[src/rtl/jtframe_rom_arb_pkg.sv]
// Shared types and constants for the N-slot SDRAM ROM arbiter.
package jtframe_rom_arb_pkg;
  localparam int SDRAM_AW = 22;
  localparam int SDRAM_DW = 16;
  localparam int MAX_SLOT = 16;

  typedef enum logic [1:0] {
    IDLE = 2'd0,
    REQ  = 2'd1,
    WAIT = 2'd2
  } state_t;
endpackage

[src/rtl/jtframe_rom_arb_cache.sv]
// One client slot: single-word cache (tag/data/valid), hit compare, byte select
// and the registered ok/dout pair seen by the client.
module jtframe_rom_arb_cache
  import jtframe_rom_arb_pkg::*;
#(
  parameter int AW        = 22,
  parameter bit BYTE_SLOT = 1'b0
) (
  input  logic                clk,
  input  logic                rst_n,
  input  logic                clr,
  input  logic                cs,
  input  logic [AW-1:0]       addr,
  input  logic                fill,
  input  logic [AW-1:0]       fill_tag,
  input  logic [SDRAM_DW-1:0] fill_data,
  output logic [AW-1:0]       word_addr,
  output logic                miss,
  output logic                ok,
  output logic [SDRAM_DW-1:0] dout
);
  logic                valid;
  logic [AW-1:0]       tag;
  logic [SDRAM_DW-1:0] data;
  logic                tag_hit;
  logic                fill_hit;
  logic                hit;
  logic [SDRAM_DW-1:0] word;
  logic [SDRAM_DW-1:0] sel;

  // The fill bypass lets ok rise on the cycle right after data_rdy.
  always_comb begin
    word_addr = BYTE_SLOT ? (addr >> 1) : addr;
    tag_hit   = valid && (tag == word_addr);
    fill_hit  = fill && (fill_tag == word_addr);
    miss      = cs && !tag_hit;
    hit       = cs && (tag_hit || fill_hit);
    word      = fill_hit ? fill_data : data;
    if (BYTE_SLOT) sel = {8'h00, addr[0] ? word[15:8] : word[7:0]};
    else           sel = word;
  end

  always_ff @(posedge clk or negedge rst_n) begin
    if (!rst_n) begin
      valid <= 1'b0;
      tag   <= '0;
      data  <= '0;
      ok    <= 1'b0;
      dout  <= '0;
    end else if (clr) begin
      valid <= 1'b0;
      ok    <= 1'b0;
      dout  <= '0;
    end else begin
      if (fill) begin
        valid <= 1'b1;
        tag   <= fill_tag;
        data  <= fill_data;
      end
      ok   <= hit;
      dout <= hit ? sel : '0;
    end
  end
endmodule

[src/rtl/jtframe_rom_arb.sv]
// N-slot SDRAM ROM request arbiter with per-slot single-word caches.
// Optional per-slot miss counters are built when JTFRAME_ROMARB_STATS_EN is defined.
module jtframe_rom_arb
  import jtframe_rom_arb_pkg::*;
#(
  parameter int                         NSLOT      = 4,
  parameter int                         AW         = 22,
  parameter logic [NSLOT*SDRAM_AW-1:0]  OFFSETS    = '0,
  parameter logic [NSLOT-1:0]           BYTE_SLOTS = '0,
  parameter bit                         RR_MODE    = 1'b0
) (
  input  logic                      clk,
  input  logic                      rst_n,
  input  logic [NSLOT-1:0]          slot_cs,
  input  logic [NSLOT*AW-1:0]       slot_addr,
  output logic [NSLOT-1:0]          slot_ok,
  output logic [NSLOT*SDRAM_DW-1:0] slot_dout,
  input  logic                      downloading,
  output logic                      sdram_req,
  input  logic                      sdram_ack,
  output logic [SDRAM_AW-1:0]       sdram_addr,
  input  logic                      data_dst,
  input  logic                      data_rdy,
  input  logic [SDRAM_DW-1:0]       data_read
`ifdef JTFRAME_ROMARB_STATS_EN
  ,
  input  logic [3:0]                stats_sel,
  output logic [15:0]               stats_cnt
`endif
);
  localparam int XW = (AW > SDRAM_AW) ? AW : SDRAM_AW;

  state_t              state, state_nxt;
  logic [NSLOT-1:0]    miss;
  logic [AW-1:0]       wa [NSLOT];
  logic [3:0]          gnt, gnt_nxt, rr_ptr, rr_nxt;
  logic                found, any_miss, grant, fill_en;
  logic [AW-1:0]       gnt_tag, sel_wa;
  logic [SDRAM_AW-1:0] sel_off;
  logic [XW-1:0]       addr_sum;
  int                  idx;
  logic                unused_dst;

  assign unused_dst = data_dst;

  for (genvar i = 0; i < NSLOT; i++) begin : g_slot
    jtframe_rom_arb_cache #(
      .AW        (AW),
      .BYTE_SLOT (BYTE_SLOTS[i])
    ) u_cache (
      .clk       (clk),
      .rst_n     (rst_n),
      .clr       (downloading),
      .cs        (slot_cs[i]),
      .addr      (slot_addr[AW*i +: AW]),
      .fill      (fill_en && (gnt == 4'(i))),
      .fill_tag  (gnt_tag),
      .fill_data (data_read),
      .word_addr (wa[i]),
      .miss      (miss[i]),
      .ok        (slot_ok[i]),
      .dout      (slot_dout[SDRAM_DW*i +: SDRAM_DW])
    );
  end

  // Search starts at rr_ptr (slot after the last grant) in RR mode, slot 0 otherwise.
  always_comb begin
    gnt_nxt = '0;
    found   = 1'b0;
    idx     = 0;
    for (int k = 0; k < NSLOT; k++) begin
      idx = RR_MODE ? int'(rr_ptr) + k : k;
      if (idx >= NSLOT) idx = idx - NSLOT;
      for (int i = 0; i < NSLOT; i++) begin
        if (!found && (i == idx) && miss[i]) begin
          found   = 1'b1;
          gnt_nxt = 4'(i);
        end
      end
    end
    any_miss = found;
    rr_nxt   = (int'(gnt_nxt) == NSLOT - 1) ? 4'd0 : gnt_nxt + 4'd1;
  end

  always_comb begin
    sel_wa  = '0;
    sel_off = '0;
    for (int i = 0; i < NSLOT; i++) begin
      if (int'(gnt_nxt) == i) begin
        sel_wa  = wa[i];
        sel_off = OFFSETS[SDRAM_AW*i +: SDRAM_AW];
      end
    end
    addr_sum = XW'(sel_off) + XW'(sel_wa);
  end

  always_ff @(posedge clk or negedge rst_n) begin
    if (!rst_n)           state <= IDLE;
    else if (downloading) state <= IDLE;
    else                  state <= state_nxt;
  end

  // sdram_req is a request/accept handshake: once raised it stays high with a
  // stable sdram_addr until the cycle sdram_ack is seen; data follows on data_rdy.
  always_comb begin
    state_nxt = state;
    case (state)
      IDLE:    if (any_miss)  state_nxt = REQ;
      REQ:     if (sdram_ack) state_nxt = WAIT;
      WAIT:    if (data_rdy)  state_nxt = IDLE;
      default:                state_nxt = IDLE;
    endcase
  end

  always_comb begin
    sdram_req = (state == REQ) && !downloading;
    grant     = (state == IDLE) && any_miss && !downloading;
    fill_en   = (state == WAIT) && data_rdy && !downloading;
  end

  always_ff @(posedge clk or negedge rst_n) begin
    if (!rst_n) begin
      gnt        <= '0;
      gnt_tag    <= '0;
      sdram_addr <= '0;
      rr_ptr     <= '0;
    end else if (downloading) begin
      sdram_addr <= '0;
      rr_ptr     <= '0;
    end else if (grant) begin
      gnt        <= gnt_nxt;
      gnt_tag    <= sel_wa;
      sdram_addr <= addr_sum[SDRAM_AW-1:0];
      rr_ptr     <= rr_nxt;
    end
  end

`ifdef JTFRAME_ROMARB_STATS_EN
  logic [15:0] cnt [NSLOT];
  logic [15:0] cnt_sel;
  logic        dl_q;

  always_comb begin
    cnt_sel = '0;
    for (int i = 0; i < NSLOT; i++) begin
      if (int'(stats_sel) == i) cnt_sel = cnt[i];
    end
  end

  always_ff @(posedge clk or negedge rst_n) begin
    if (!rst_n) begin
      dl_q      <= 1'b0;
      stats_cnt <= '0;
      for (int i = 0; i < NSLOT; i++) cnt[i] <= '0;
    end else begin
      dl_q      <= downloading;
      stats_cnt <= cnt_sel;
      for (int i = 0; i < NSLOT; i++) begin
        if (downloading && !dl_q)
          cnt[i] <= '0;
        else if (grant && (int'(gnt_nxt) == i) && (cnt[i] != 16'hFFFF))
          cnt[i] <= cnt[i] + 16'd1;
      end
    end
  end
`endif
endmodule

[config.mk]
export PLATFORM = sky130hd
export DESIGN_NAME = jtframe_rom_arb
export DESIGN_NICKNAME = d
export VERILOG_FILES = /design/src/rtl/jtframe_rom_arb_pkg.sv /design/src/rtl/jtframe_rom_arb_cache.sv /design/src/rtl/jtframe_rom_arb.sv
export SDC_FILE = /design/constraint.sdc
export NUM_CORES = 1
export LEC_CHECK = 0
export CORE_ASPECT_RATIO = 0.7
export CORE_MARGIN = 3
export CORE_UTILIZATION = 42
export DETAILED_ROUTE_END_ITERATION = 12
export PLACE_DENSITY = 0.75
export SLEW_MARGIN = 0
export SYNTH_ARGS = -nofsm -noshare
export SYNTH_HDL_FRONTEND = slang
export SYNTH_SLANG_ARGS = --single-unit
[constraint.sdc]
create_clock -name clk -period 6.2 [get_ports clk]
set_clock_uncertainty 0.1 [all_clocks]
set_input_delay 0.62 -clock clk [delete_from_list [all_inputs] [get_ports clk]]
set_output_delay 0.62 -clock clk [all_outputs]
set_load 0.05 [all_outputs]
Word level (Yosys, flattened, before mapping)

Index checks and enable logic that the tools add are counted.

Eq/ne operators: 19
Muxes and demuxes: 42
Bitwise gates (word level): 1
Reductions and logical operators: 54

Operators by type and width:

| operator                                                              | number |
|---|---|
| 16-bit 2-to-1 mux                                                     | 12 |
| 22-bit equality test                                                  | 8 |
| 22-bit 2-to-1 mux                                                     | 6 |
| 1-bit logical AND                                                     | 28 |
| 1-bit 2-to-1 mux                                                      | 17 |
| 4-bit by 2-bit equality test with 1-bit output, second input constant | 3 |
| 2-bit 2-to-1 mux                                                      | 6 |
| 2-bit AND reduction                                                   | 5 |
| 2-bit nonzero test                                                    | 5 |
| 3-bit inequality test, second input constant                          | 3 |
| 4-bit by 3-bit equality test with 1-bit output, second input constant | 2 |
| 1-bit logical NOT                                                     | 8 |
| 4-bit logical NOT                                                     | 2 |
| 2-bit case mux with 3 select lines                                    | 1 |
| 4-bit by 1-bit equality test with 1-bit output, second input constant | 1 |
| 1-bit logical OR                                                      | 4 |
| 3-bit AND reduction                                                   | 1 |
| 2-bit by 1-bit equality test with 1-bit output, second input constant | 1 |
| 2-bit equality test, second input constant                            | 1 |
| 2-bit logical NOT                                                     | 1 |
| 1-bit NOT                                                             | 1 |

Register bits after elaboration: 274
Input port bits: 114
Output and inout port bits: 91
Logic and storage cells: 140

Logic depth before layout (Yosys ltp)

Depth after elaboration: 21
Mapped depth: 10
Gate-level depth less buffers: 7

Cells and area by module

A second synthesis with hierarchy kept.

Cells, all modules: 1278
Area total of the unflattened synthesis: 14581.5 um2

By module, submodules not included:

| module                | instances | cells an instance | area each (um2) | sequential area each (um2) |
|---|---|---|---|---|
| jtframe_rom_arb_cache | 4         | 248               | 2955.3          | 1401.3 |
| jtframe_rom_arb       | 1         | 286               | 2760.1          | 1201.2 |

Worst setup path before layout

OpenSTA, ideal clock, no wires.

Path type: in2reg
Start point: input port slot_addr[12]
End point: register sdram_addr[14]
Setup time: 0.141 ns
Data arrival time: 2.483 ns
Required time: 5.959 ns
Slack: 3.475 ns
Cell stages on the path: 8
Path through: xnor2_1 -> nand4_1 -> or4_1 -> o21a_2 -> o41ai_4 -> buf_4 -> buf_4 -> o221ai_1

Cells in the longest elaborated chain, start to end: 21
Elaborated cells between the ends (all ways): 30
Classes of those cells: 4 x eq/ne; 13 x mux; 13 x reduce/logical

RTL lines:

| what                           | line                        | text |
|---|---|---|
| start: declaration             | jtframe_rom_arb.sv:15       | `input logic [NSLOT*AW-1:0] slot_addr,` |
| 22-bit equality test (*)       | jtframe_rom_arb_cache.sv:34 | `tag_hit = valid && (tag == word_addr);` |
| 1-bit logical AND (*)          | jtframe_rom_arb_cache.sv:34 |  |
| 1-bit logical NOT (*)          | jtframe_rom_arb_cache.sv:36 | `miss = cs && !tag_hit;` |
| 1-bit logical AND (*)          | jtframe_rom_arb_cache.sv:36 |  |
| 1-bit 2-to-1 mux (*)           | jtframe_rom_arb.sv:75       | `if (!found && (i == idx) && miss[i]) begin` |
| 1-bit logical NOT              | jtframe_rom_arb.sv:75       |  |
| 1-bit logical AND              | jtframe_rom_arb.sv:75       |  |
| 1-bit 2-to-1 mux               | jtframe_rom_arb.sv:75       |  |
| [2 not listed]                 | -                           |  |
| 1-bit 2-to-1 mux               | jtframe_rom_arb.sv:75       |  |
| 1-bit logical NOT              | jtframe_rom_arb.sv:75       |  |
| 1-bit logical AND              | jtframe_rom_arb.sv:75       |  |
| 2-bit 2-to-1 mux               | jtframe_rom_arb.sv:75       |  |
| 4-bit logical NOT              | jtframe_rom_arb.sv:89       | `if (int'(gnt_nxt) == i) begin` |
| 22-bit 2-to-1 mux (4 in a row) | jtframe_rom_arb.sv:89       |  |
| 22-bit 2-to-1 mux              | jtframe_rom_arb.sv:130      | `end else if (grant) begin` |
| 22-bit 2-to-1 mux              | jtframe_rom_arb.sv:127      | `end else if (downloading) begin` |
| end signal: assignment         | jtframe_rom_arb.sv:133      | `sdram_addr <= addr_sum[SDRAM_AW-1:0];` |
| end: declaration               | jtframe_rom_arb.sv:21       | `output logic [SDRAM_AW-1:0] sdram_addr,` |

Mark *: on every way between the ends. The rest lies on a longest branch, timed or not. The select of a mux whose other input is x is not followed.
A chain may end at the register's enable or synchronous reset.

Final worst setup path

Start point: input port downloading
End point: register g_slot[2].u_cache.dout[6]

Cells in the longest elaborated chain, start to end: 8
Elaborated cells between the ends (all ways): 9
Classes of those cells: 3 x mux; 6 x reduce/logical

RTL lines:

| what                   | line                        | text |
|---|---|---|
| start: declaration     | jtframe_rom_arb.sv:18       | `input logic downloading,` |
| 1-bit logical NOT      | jtframe_rom_arb.sv:118      | `fill_en = (state == WAIT) && data_rdy && !downloading;` |
| 1-bit logical AND      | jtframe_rom_arb.sv:118      |  |
| 1-bit logical AND      | jtframe_rom_arb.sv:56       | `.fill (fill_en && (gnt == 4'(i))),` |
| 1-bit logical AND      | jtframe_rom_arb_cache.sv:35 | `fill_hit = fill && (fill_tag == word_addr);` |
| 1-bit logical OR       | jtframe_rom_arb_cache.sv:37 | `hit = cs && (tag_hit \|\| fill_hit);` |
| 1-bit logical AND      | jtframe_rom_arb_cache.sv:37 |  |
| 16-bit 2-to-1 mux      | jtframe_rom_arb_cache.sv:61 | `dout <= hit ? sel : '0;` |
| 16-bit 2-to-1 mux (*)  | jtframe_rom_arb_cache.sv:50 | `end else if (clr) begin` |
| end signal: assignment | jtframe_rom_arb_cache.sv:61 |  |
| end: declaration       | jtframe_rom_arb_cache.sv:20 | `output logic [SDRAM_DW-1:0] dout` |

Mark *: on every way between the ends. The rest lies on a longest branch, timed or not.

==> reports/results.txt <==
Outcome = complete, no violations
Count of cell types in the netlist = 45
Leakage = 7.75 nW
Slew margin rel. = 12.6%
XOR/XNOR Fraction of Synth Area = 11.6%
Die Y = 155 um
Final wirelength = 41.1 mm
Pwr/cell area = 309 nW/um^2
Clock-pin slew on the worst setup and hold paths = 0.06 ns
Endpoints failing setup = 0
Inserted Clock Buffers = 28
Ant. Diodes = 0
Skew-Pair Late Insertion Delay = 0.55 ns
Share of cells above drive strength 1 = 15.1%
Starting density of the core = 43.5%
Placed wire-length estimate = 29.9 mm
First-pass GRT wire length = 61.7 mm
Die area = 33900 um^2
Nets = 1474
Most used cell along the critical path = buf_4
Worst Hold Class = in -> async
Setup TNS = 0 ns
Router iterations before antenna repair = 5
Netlist Area Pre-Place = 13300 um^2
Final Hold Fails = 0
Simple-gate share of the synthesized area = 10.8%
Primary FF master, synth = dfrtp_1
Critical Path Slowest Stage Cell = clkdlybuf4s50_1
Synth Area in Compound Gates = 7.82%
Max incr delay on CP = 0.76 ns
Drt drc = 0
Post-synth EDFFs = 0
Mux share of post-synthesis cell area = 15.0%
Register bit total from synthesis = 272
Number of post-CTS setup repair buffers = 0
Wire per inst = 22.9 um
Sequential element share of the synthesized area = 51.1%
CTS Sinks = 272
Hold Buf Count CTS = 0
Max-capacitance violation count = 0
Asr flop ratio synth = 100%
Setup CP Type = in -> reg
Syn Inst Count = 1180
Vias in the first global route = 10043
Least-Margin Pin Slew = 1.31 ns
Critical path data required time = 6.51 ns
Tmin final = 3.89 ns
Vias per cell = 5.59
Largest net degree at the start of global routing = 99
Critical path data arrival time = 4.20 ns
Routability Congestion = 0.979
Total core area = 30600 um^2
Worst-path maximum fanout = 39
Port Buffers = 203
Crit start category = input port
Slew Viols, Final = 0
Total GRT Usage = 23.9%
Unrepaired setup endpoints after global routing = false
Initial antenna violation count = 0
CTS tree = built
Row cnt = 53
Critical path endpoint category = flop
Synth warn = 0
Achievable Freq = 257 MHz
Vias = 10024
Largest family of logic cells by synthesized area = multiplexers
Final period util = 62.7%
Clock tree buffer depth = 3
Syn nets = 1294
CTS H-tree lvls = 1
DRT iter0 DRCs = 1070
Global route total overflow = 0
CP cell instances = clkdlybuf4s50_1, and4bb_2, nand3b_1, buf_4, clkinv_1, nand4_1, buf_4, nand2_1, nand3_1, nor2_1
Root Driver = clkbuf_16
Synth Area in Adders = 0%
Fill cells = 2654
PostCTS Resize Cnt = 0
Avg Inst Size Synth = 11.3 um^2
ANT nets after route = 0
Total Power = 5.17 mW
Area growth from synthesis to layout = 25.3%
Peak VDD IR = 0.262 mV
Die width = 219 um
I/O pins = 205
[final timing paths]
kind                                      startpoint                   endpoint  slack, ns  cells after the start
max reg2reg                 g_slot[2].u_cache.tag[5]                 gnt_tag[0]       2.66                      9
min reg2reg                g_slot[3].u_cache.data[4]  g_slot[3].u_cache.data[4]       0.37                      2
min in group clk           g_slot[3].u_cache.data[4]  g_slot[3].u_cache.data[4]       0.37                      2
min                                            rst_n             sdram_addr[15]      0.003                      1
max                                      downloading  g_slot[2].u_cache.dout[6]       2.31                     10
max in group asynchronous                      rst_n  g_slot[0].u_cache.data[8]       4.57                      2
[final cells by class]
cell class,instances,area (um^2),share of cell area (%)
Clock inverter,16,176,1.06
Multi-Input combinational cell,793,6050,36.2
Inverter,35,131,0.787
Tap cell,412,515,3.09
Timing Repair Buffer,230,2240,13.4
Sequential cell,272,6810,40.8
Clock buffer,34,785,4.70
[power by group]
group	total [mW]	leakage [nW]	switching [mW]	internal (mW)
logic	1.10	3.61	0.559	0.546
clock network	1.76	0.472	0.729	1.03
registers	2.30	3.67	0.286	2.02
total	5.17	7.75	1.57	3.59
[synth_stat cells, types with 15 or more instances]
cell type	n	area share [%]
clkbuf_1	46	1.3
mux2i_1	64	4.8
xnor2_1	115	7.6
a22oi_1	22	1.2
a32o_1	21	1.6
a2bb2oi_1	21	1.4
nand4_1	34	1.6
nand3_1	28	1.1
nor2_1	68	1.9
o221ai_1	23	1.5
mux2_2	121	10
inv_1	32	0.90
xor2_1	61	4.0
nor4_1	19	0.89
buf_2	15	0.56
and2_1	21	0.99
nand2_1	111	3.1
dfrtp_1	272	51
a21oi_1	23	0.86
[kinds of logic after synthesis]
family / after synthesis
compound gates: 130
xor+xnor: 176
buf+inv: 115
flops: 272
mux: 185
simple gates: 302
[metal layers]
layer	vias to the layer above	track usage, %	share of wire (%)
met5	-	0	0
met4	0	3.73	1.4
met3	45	6.74	9.7
met2	429	34.1	42
met1	5093	36.7	47
li1	4457	-	-
[metrics by stage]
step                area, um^2  util [%]  hold slack (ns)  instances  setup slack [ns]
floorplan                13300         -            0.224       1180              3.48
global placement         15700      51.4            0.360       1742              1.82
detailed placement       15700      51.4            0.363       1742              1.74
CTS                      16700      54.5           0.0147       1792              2.32
global route             16700      54.5           0.0455       1792              2.08
finish                   16700      54.5          0.00250       1792              2.31
[layout by cell type (no fill, tap or decap), types with 19 or more instances in the layout]
cell / n
nor4_1: 19
o221ai_1: 23
xor2_1: 61
a2bb2oi_1: 21
nor2_1: 68
a32o_1: 21
mux2_2: 121
clkbuf_16: 29
inv_1: 32
and2_1: 21
xnor2_1: 115
nand2_1: 111
a21oi_1: 23
dfrtp_1: 272
a22oi_1: 22
nand4_1: 34
buf_4: 27
clkdlybuf4s50_1: 202
mux2i_1: 64
nand3_1: 28
[critical path: cells and delay by family]
kind	cells	cell delay, ns
simple gates	6	1.42
buf+inv	4	2.13
[registers in the layout (all words and copies together) (netlist names)]
signal / count
g_slot.u_cache.data: 64
g_slot.u_cache.dout: 64
g_slot.u_cache.ok: 4
g_slot.u_cache.tag: 88
g_slot.u_cache.valid: 4
gnt: 2
gnt_tag: 22
sdram_addr: 22
state: 2
Note: power is estimated with default switching activity, not from simulation.
